### config.mk
export PLATFORM = sky130hd
export DESIGN_NAME = fetch_stage
export DESIGN_NICKNAME = d
export VERILOG_FILES = /design/src/rtl/fetch_pkg.sv /design/src/rtl/fetch_stage_btb.sv /design/src/rtl/fetch_stage.sv
export SDC_FILE = /design/constraint.sdc
export NUM_CORES = 1
export LEC_CHECK = 0
export CELL_PAD_IN_SITES_DETAIL_PLACEMENT = 0
export CELL_PAD_IN_SITES_GLOBAL_PLACEMENT = 2
export CORE_MARGIN = 2
export CORE_UTILIZATION = 24
export DETAILED_ROUTE_END_ITERATION = 7
export PLACE_DENSITY_LB_ADDON = 0.1
export SETUP_SLACK_MARGIN = 0.02
export SYNTH_ARGS = -nofsm -noshare
export SYNTH_HDL_FRONTEND = slang
export SYNTH_HIERARCHICAL = 1
export SYNTH_SLANG_ARGS = --single-unit
### constraint.sdc
create_clock -name clk -period 5.1 [get_ports clk]
set_input_delay 0.765 -clock clk [delete_from_list [all_inputs] [get_ports clk]]
set_output_delay 0.765 -clock clk [all_outputs]
set_load 0.02 [all_outputs]
### src/rtl/fetch_pkg.sv
// fetch_pkg: shared types and defaults for the instruction-fetch stage.
// Provides the BTB 2-bit counter encoding, the BTB entry record, the reset PC and the PC step.
// Ports: none (package). Optional BTB is enabled by defining FETCH_BTB_EN.
package fetch_pkg;

  localparam int unsigned DBITS_DEF      = 32;
  localparam int unsigned INSTBITS_DEF   = 32;
  localparam int unsigned INSTSIZE_DEF   = 4;
  localparam int unsigned BTBIDXBITS_DEF = 4;
  localparam logic [31:0] STARTPC_DEF    = 32'h100;

  // Storage width for the tag and target fields of a BTB entry; narrower
  // tags are zero-extended into it.
  localparam int unsigned BTB_ADDR_W = 32;

  typedef enum logic [1:0] {
    SNT = 2'b00,
    WNT = 2'b01,
    WT  = 2'b10,
    ST  = 2'b11
  } ctr_t;

  typedef struct packed {
    logic                  valid;
    logic [BTB_ADDR_W-1:0] tag;
    logic [BTB_ADDR_W-1:0] target;
    ctr_t                  ctr;
  } btb_entry_t;

  // Saturating 2-bit counter step.
  function automatic ctr_t ctr_next(input ctr_t c, input logic taken);
    ctr_t n;
    n = c;
    if (taken) begin
      if (c != ST) n = ctr_t'(c + 2'd1);
    end else begin
      if (c != SNT) n = ctr_t'(c - 2'd1);
    end
    return n;
  endfunction

endpackage

### src/rtl/fetch_stage_btb.sv
// btb: direct-mapped branch target buffer with 2-bit saturating counters.
// Ports: clk/RESET_N (sync active-low clear of valid+counters), lookup_wpc -> pred_taken/pred_target
// (combinational, sees pre-update contents), upd_* (synchronous training). Word addresses (PC>>2) in.
module btb
  import fetch_pkg::*;
#(
  parameter int DBITS   = 32,
  parameter int IDXBITS = 4
) (
  input  logic             clk,
  input  logic             RESET_N,
  input  logic [DBITS-3:0] lookup_wpc,
  output logic             pred_taken,
  output logic [DBITS-1:0] pred_target,
  input  logic             upd_valid,
  input  logic [DBITS-3:0] upd_wpc,
  input  logic             upd_taken,
  input  logic [DBITS-1:0] upd_target
);

  localparam int ENTRIES = 1 << IDXBITS;
  localparam int TAGW    = DBITS - 2 - IDXBITS;

  btb_entry_t tbl [ENTRIES];

  logic [IDXBITS-1:0] lk_idx, up_idx;
  logic [TAGW-1:0]    lk_tag, up_tag;
  btb_entry_t         lk_e, up_e;
  logic               lk_hit, up_hit;

  assign lk_idx = lookup_wpc[IDXBITS-1:0];
  assign lk_tag = lookup_wpc[DBITS-3:IDXBITS];
  assign up_idx = upd_wpc[IDXBITS-1:0];
  assign up_tag = upd_wpc[DBITS-3:IDXBITS];

  assign lk_e = tbl[lk_idx];
  assign up_e = tbl[up_idx];

  assign lk_hit = lk_e.valid && (lk_e.tag == BTB_ADDR_W'(lk_tag));
  assign up_hit = up_e.valid && (up_e.tag == BTB_ADDR_W'(up_tag));

  // Predict taken only from the upper half of the counter range.
  assign pred_taken  = lk_hit && lk_e.ctr[1];
  assign pred_target = lk_e.target[DBITS-1:0];

  always_ff @(posedge clk) begin
    if (!RESET_N) begin
      for (int i = 0; i < ENTRIES; i++) begin
        tbl[i].valid <= 1'b0;
        tbl[i].ctr   <= SNT;
      end
    end else if (upd_valid) begin
      if (up_hit) begin
        tbl[up_idx].ctr <= ctr_next(up_e.ctr, upd_taken);
        if (upd_taken) tbl[up_idx].target <= BTB_ADDR_W'(upd_target);
      end else if (upd_taken) begin
        // Miss on a taken branch: allocate, evicting whatever aliased here.
        tbl[up_idx] <= '{valid:  1'b1,
                         tag:    BTB_ADDR_W'(up_tag),
                         target: BTB_ADDR_W'(upd_target),
                         ctr:    WT};
      end
    end
  end

endmodule

### src/rtl/fetch_stage.sv
// fetch_stage: PC register, I-MEM address, next-PC prediction and FE/ID latch.
// Ports: stall holds PC+latch; mispred/pcgood redirect (one bubble); imem_addr/imem_data async I-MEM;
// bpupd_* trains the BTB; *_FE latch outputs. BTB present only when FETCH_BTB_EN is defined.
module fetch_stage
  import fetch_pkg::*;
#(
  parameter int               DBITS      = DBITS_DEF,
  parameter int               INSTBITS   = INSTBITS_DEF,
  parameter int               INSTSIZE   = INSTSIZE_DEF,
  parameter logic [DBITS-1:0] STARTPC    = STARTPC_DEF,
  parameter int               BTBIDXBITS = BTBIDXBITS_DEF
) (
  input  logic                clk,
  input  logic                RESET_N,
  input  logic                stall,
  input  logic                mispred,
  input  logic [DBITS-1:0]    pcgood,
  output logic [DBITS-1:0]    imem_addr,
  input  logic [INSTBITS-1:0] imem_data,
  input  logic                bpupd_valid,
  input  logic [DBITS-1:0]    bpupd_pc,
  input  logic                bpupd_taken,
  input  logic [DBITS-1:0]    bpupd_target,
  output logic                valid_FE,
  output logic [INSTBITS-1:0] inst_FE,
  output logic [DBITS-1:0]    pc_FE,
  output logic [DBITS-1:0]    pcpred_FE
);

  logic [DBITS-1:0] pc;
  logic [DBITS-1:0] pcplus;
  logic [DBITS-1:0] pcpred;

  assign imem_addr = pc;
  assign pcplus    = pc + DBITS'(INSTSIZE);

`ifdef FETCH_BTB_EN
  logic             btb_taken;
  logic [DBITS-1:0] btb_target;
  logic             unused_upd_lsb;

  assign unused_upd_lsb = ^bpupd_pc[1:0];

  btb #(
    .DBITS   (DBITS),
    .IDXBITS (BTBIDXBITS)
  ) u_btb (
    .clk         (clk),
    .RESET_N     (RESET_N),
    .lookup_wpc  (pc[DBITS-1:2]),
    .pred_taken  (btb_taken),
    .pred_target (btb_target),
    .upd_valid   (bpupd_valid),
    .upd_wpc     (bpupd_pc[DBITS-1:2]),
    .upd_taken   (bpupd_taken),
    .upd_target  (bpupd_target)
  );

  assign pcpred = btb_taken ? btb_target : pcplus;
`else
  logic unused_bpupd;

  assign unused_bpupd = ^{bpupd_valid, bpupd_pc, bpupd_taken, bpupd_target, 1'(BTBIDXBITS)};
  assign pcpred       = pcplus;
`endif

  // PC: reset > redirect > stall > predicted next.
  always_ff @(posedge clk) begin
    if (!RESET_N) begin
      pc <= STARTPC;
    end else if (mispred) begin
      pc <= pcgood;
    end else if (!stall) begin
      pc <= pcpred;
    end
  end

  // FE/ID latch. A redirect squashes the fetched word even under stall, since
  // the PC it came from is on the wrong path; pc_FE/pcpred_FE are left as-is
  // because a bubble's PC fields are don't-care downstream.
  always_ff @(posedge clk) begin
    if (!RESET_N) begin
      valid_FE  <= 1'b0;
      inst_FE   <= '0;
      pc_FE     <= '0;
      pcpred_FE <= '0;
    end else if (mispred) begin
      valid_FE <= 1'b0;
      inst_FE  <= '0;
    end else if (!stall) begin
      valid_FE  <= 1'b1;
      inst_FE   <= imem_data;
      pc_FE     <= pc;
      pcpred_FE <= pcpred;
    end
  end

endmodule

==> results_dict.tcl <==
set metrics [dict create \
    ys_seq_area_frac 0.453 \
    comb_power_share 0.136 \
    synth_adder_area_share 0.00223 \
    cts.sinks 127 \
    synthMuxAreaShare 0.0642 \
    power_frac_clock 0.459 \
    synthCells 674 \
    clock_latency_ps 420 \
    worstPathRequired_ps 5420 \
    syn_nets 809 \
    p_int_mw 2.00 \
    antenna_left 0 \
    hold_class "flop to flop" \
    firstDrtPassIters 4 \
    grt_antenna_before_repair 0 \
    power_switching_uw 737 \
    ir_worst_vdd_mv 0.184 \
    swShare 0.269 \
    clkTransAtPathRegs_ps 60 \
    die_x_microns 157 \
    drc_errors 0 \
    final_area_sq_um 8360 \
    num_vias 5531 \
    grt_usage 0.170 \
    synth_simple_gate_area_frac 0.225 \
    yosysTopAreaCellShare 0.453 \
    synth_edf_count 0 \
    clockRootBuffer "clkbuf_16" \
    cts_buffers 17 \
    period_share 0.549 \
    core_sq_um 22800 \
    finalMaxSlewViolations 0 \
    end_kind "flop" \
    synth_xor_area_frac 0.0343 \
    skew_ps 8.61 \
    finalCoreUtilization 0.367 \
    slowest_delay_ps 840 \
    fmax_mhz 357 \
    routedWlPerCell_microns 18.1 \
    ys_warn_count 6 \
    synthArstFlopShare 0 \
    critPathKind "flop to flop" \
    synth_area_leaders "dfxtp_1 45%, mux2i_1 6.4%, nand2_1 5.6%, a21oi_1 4.7%, o21ai_0 4.5%" \
    critPathBufInv 0 \
    critPathMaxFanout 16 \
    relSlewSlack 0.384 \
    nets 963 \
    syn_to_final_growth_pct 48.9 \
    ys_seq_elements 127 \
    cp.arrival_ps 3120 \
    ios 263 \
    die_height_microns 157 \
    fill_cells 2320 \
    ys_types 42 \
    drive_above_1_share 0.0643 \
    grt_pass1_vias 5544 \
    rows 55 \
    finalCriticalPeriod_ps 2800 \
    worstSetupStartpointType "flop" \
    io_buffer_count 196 \
    start_util 0.247 \
    gr-usage-met3 0.0518 \
    outcome "completed" \
    drt-total-wl_microns 20800 \
    avgViaCountPerCell 4.79 \
    syn-cell-area_sq_um 5620 \
    critPathTopFamily "simple AND/OR/NAND/NOR gates" \
    cts_tree "built" \
    leakage_nw 2.79 \
    synth_top_family_by_area "simple AND/OR/NAND/NOR gates" \
    grt.overflow.total 0 \
    gp_congestion 0.742 \
    finalPower_mw 2.74 \
    finalSetupViolations 0 \
    synth-main-ff-cell "dfxtp_1" \
    grt_first_pass_wirelength_microns 32100 \
    tightest_slew_ps 925 \
    clk_path_buf_depth 2 \
    seq_power_share 0.405 \
    grt_max_degree 56 \
    busiest_layer "met2" \
    drtIter0Drc 179 \
    hold_viol 0 \
    cts.repair.resized 0 \
    synth-compound-area-share 0.167 \
    cts_setup_buffers 0 \
    syn_avg_cell_area_sq_um 8.33 \
    synth_top_cell_by_area "dfxtp_1" \
    rsz0062_at_grt "false" \
    cp_slowest_cell "or4_1" \
    worstPathCellList "ha_1 > nand3_2 > or4_1 > or3_1 > a311oi_1" \
    cts_max_level 4 \
    tns_ps 0 \
    dieArea_sq_um 24600 \
    hold_buffers 0 \
    met1_usage 0.206 \
    dp_hpwl_microns 14200 \
    power.density_nw_per_um2 328 \
    drv_cap 0 \
    grt_util_met2 0.288 \
    placed_cell_area_sq_um 7750 \
]
[registers in the layout, summed over array words and instances (netlist names)]
name,count
pc_FE,32
inst_FE,32
valid_FE,1
imem_addr,32
pcpred_FE,30
[routing by layer]
layer	share of wire	vias to the layer above
met3	0.065	16
met1	0.44	2645
met4	0.014	0
li1	-	2719
met5	0	-
met2	0.48	151
[cells in the final DEF (no fill, tap or decap), types with 2 or more instances in the layout]
| master | count |
|---|---|
| buf_4 | 6 |
| a31oi_1 | 17 |
| or3_1 | 17 |
| xnor2_1 | 18 |
| clkbuf_16 | 17 |
| clkdlybuf4s50_1 | 195 |
| clkinv_2 | 2 |
| mux2i_1 | 36 |
| or4_1 | 17 |
| a21oi_1 | 53 |
| o31ai_1 | 11 |
| dfxtp_1 | 127 |
| a211oi_1 | 10 |
| inv_1 | 4 |
| nand3b_1 | 3 |
| a31o_2 | 2 |
| clkinvlp_4 | 5 |
| nand2b_1 | 2 |
| o21ai_0 | 50 |
| or2_2 | 7 |
| nor2_1 | 59 |
| a311oi_1 | 9 |
| nand4_1 | 16 |
| nand3_1 | 9 |
| xor2_1 | 4 |
| bufinv_16 | 3 |
| nand2_1 | 84 |
| o311ai_0 | 2 |
| nor3_1 | 18 |
| inv_6 | 2 |
| and4_1 | 5 |
| nor4_1 | 12 |
[power groups by stage]
| stage | clock network [mW] | logic [mW] | registers [mW] |
|---|---|---|---|
| detailed placement | 0 | 0.375 | 1.13 |
| finish | 1.26 | 0.372 | 1.11 |
| CTS | 1.29 | 0.377 | 1.11 |
| global route | 1.34 | 0.403 | 1.12 |
| global placement | 0 | 0.373 | 1.13 |
| floorplan | 0 | 0.148 | 1.15 |
[tightest hold or removal path, cell delays in order (launching register included)]
cell     delay (ps)
dfxtp_1         300
inv_1            40
a21oi_1          50
[per-stage QoR]
step                      hold slack [ps]  instances  worst slack (ps)
after CTS                             455       1153              2210
after global routing                  474       1153              2110
final                                 451       1154              2300
after floorplan                       445        674              2810
after global placement                443       1122              2100
after detailed placement              447       1122              2090
[kinds of logic (layout without fill, tap and decap cells)]
kind of cell / Yosys count / after routing
and+or+nand+nor: 256 / 256
buffers and inverters: 73 / 239
AOI/OAI and AO/OA: 159 / 159
xor gates and xnor gates: 22 / 22
muxes: 36 / 36
DFF: 127 / 127
adders and majority gates: 1 / 1
other: 0 / 1
[cell type report]
type                       count  area (sq um)  area share
clock inverter                13           164      0.0196
tap                          313           392      0.0468
timing repair buffer         203          2020       0.242
clock buffer                  18           439      0.0525
sequential                   127          2540       0.304
inverter                       5          18.8     0.00225
antenna                        1          2.50    0.000299
multi-input combinational    474          2780       0.332
[cells in the mapped netlist, types with 3 or more instances]
master / count
buf_1: 10
o31ai_1: 11
o21ai_0: 50
nand3b_1: 3
a311oi_1: 9
a31oi_1: 17
xor2_1: 4
inv_1: 5
dfxtp_1: 127
nor3_1: 18
or2_2: 7
mux2i_1: 36
a211oi_1: 10
a21oi_1: 53
and4_1: 5
buf_4: 4
nor2_1: 60
or3_1: 17
clkbuf_1: 44
nand2_1: 84
or4_1: 17
nand3_1: 9
xnor2_1: 18
nand4_1: 16
buf_2: 7
nor4_1: 13
[worst paths after layout]
path                startpoint       endpoint  slack (ps)  cells after the start
setup / recovery  imem_addr[2]  pcpred_FE[24]        2300                      5
hold / removal        valid_FE       valid_FE         450                      2
setup reg to reg  imem_addr[2]  pcpred_FE[24]        2300                      5
hold reg to reg       valid_FE       valid_FE         450                      2
Note: power is estimated with default switching activity, not from simulation.
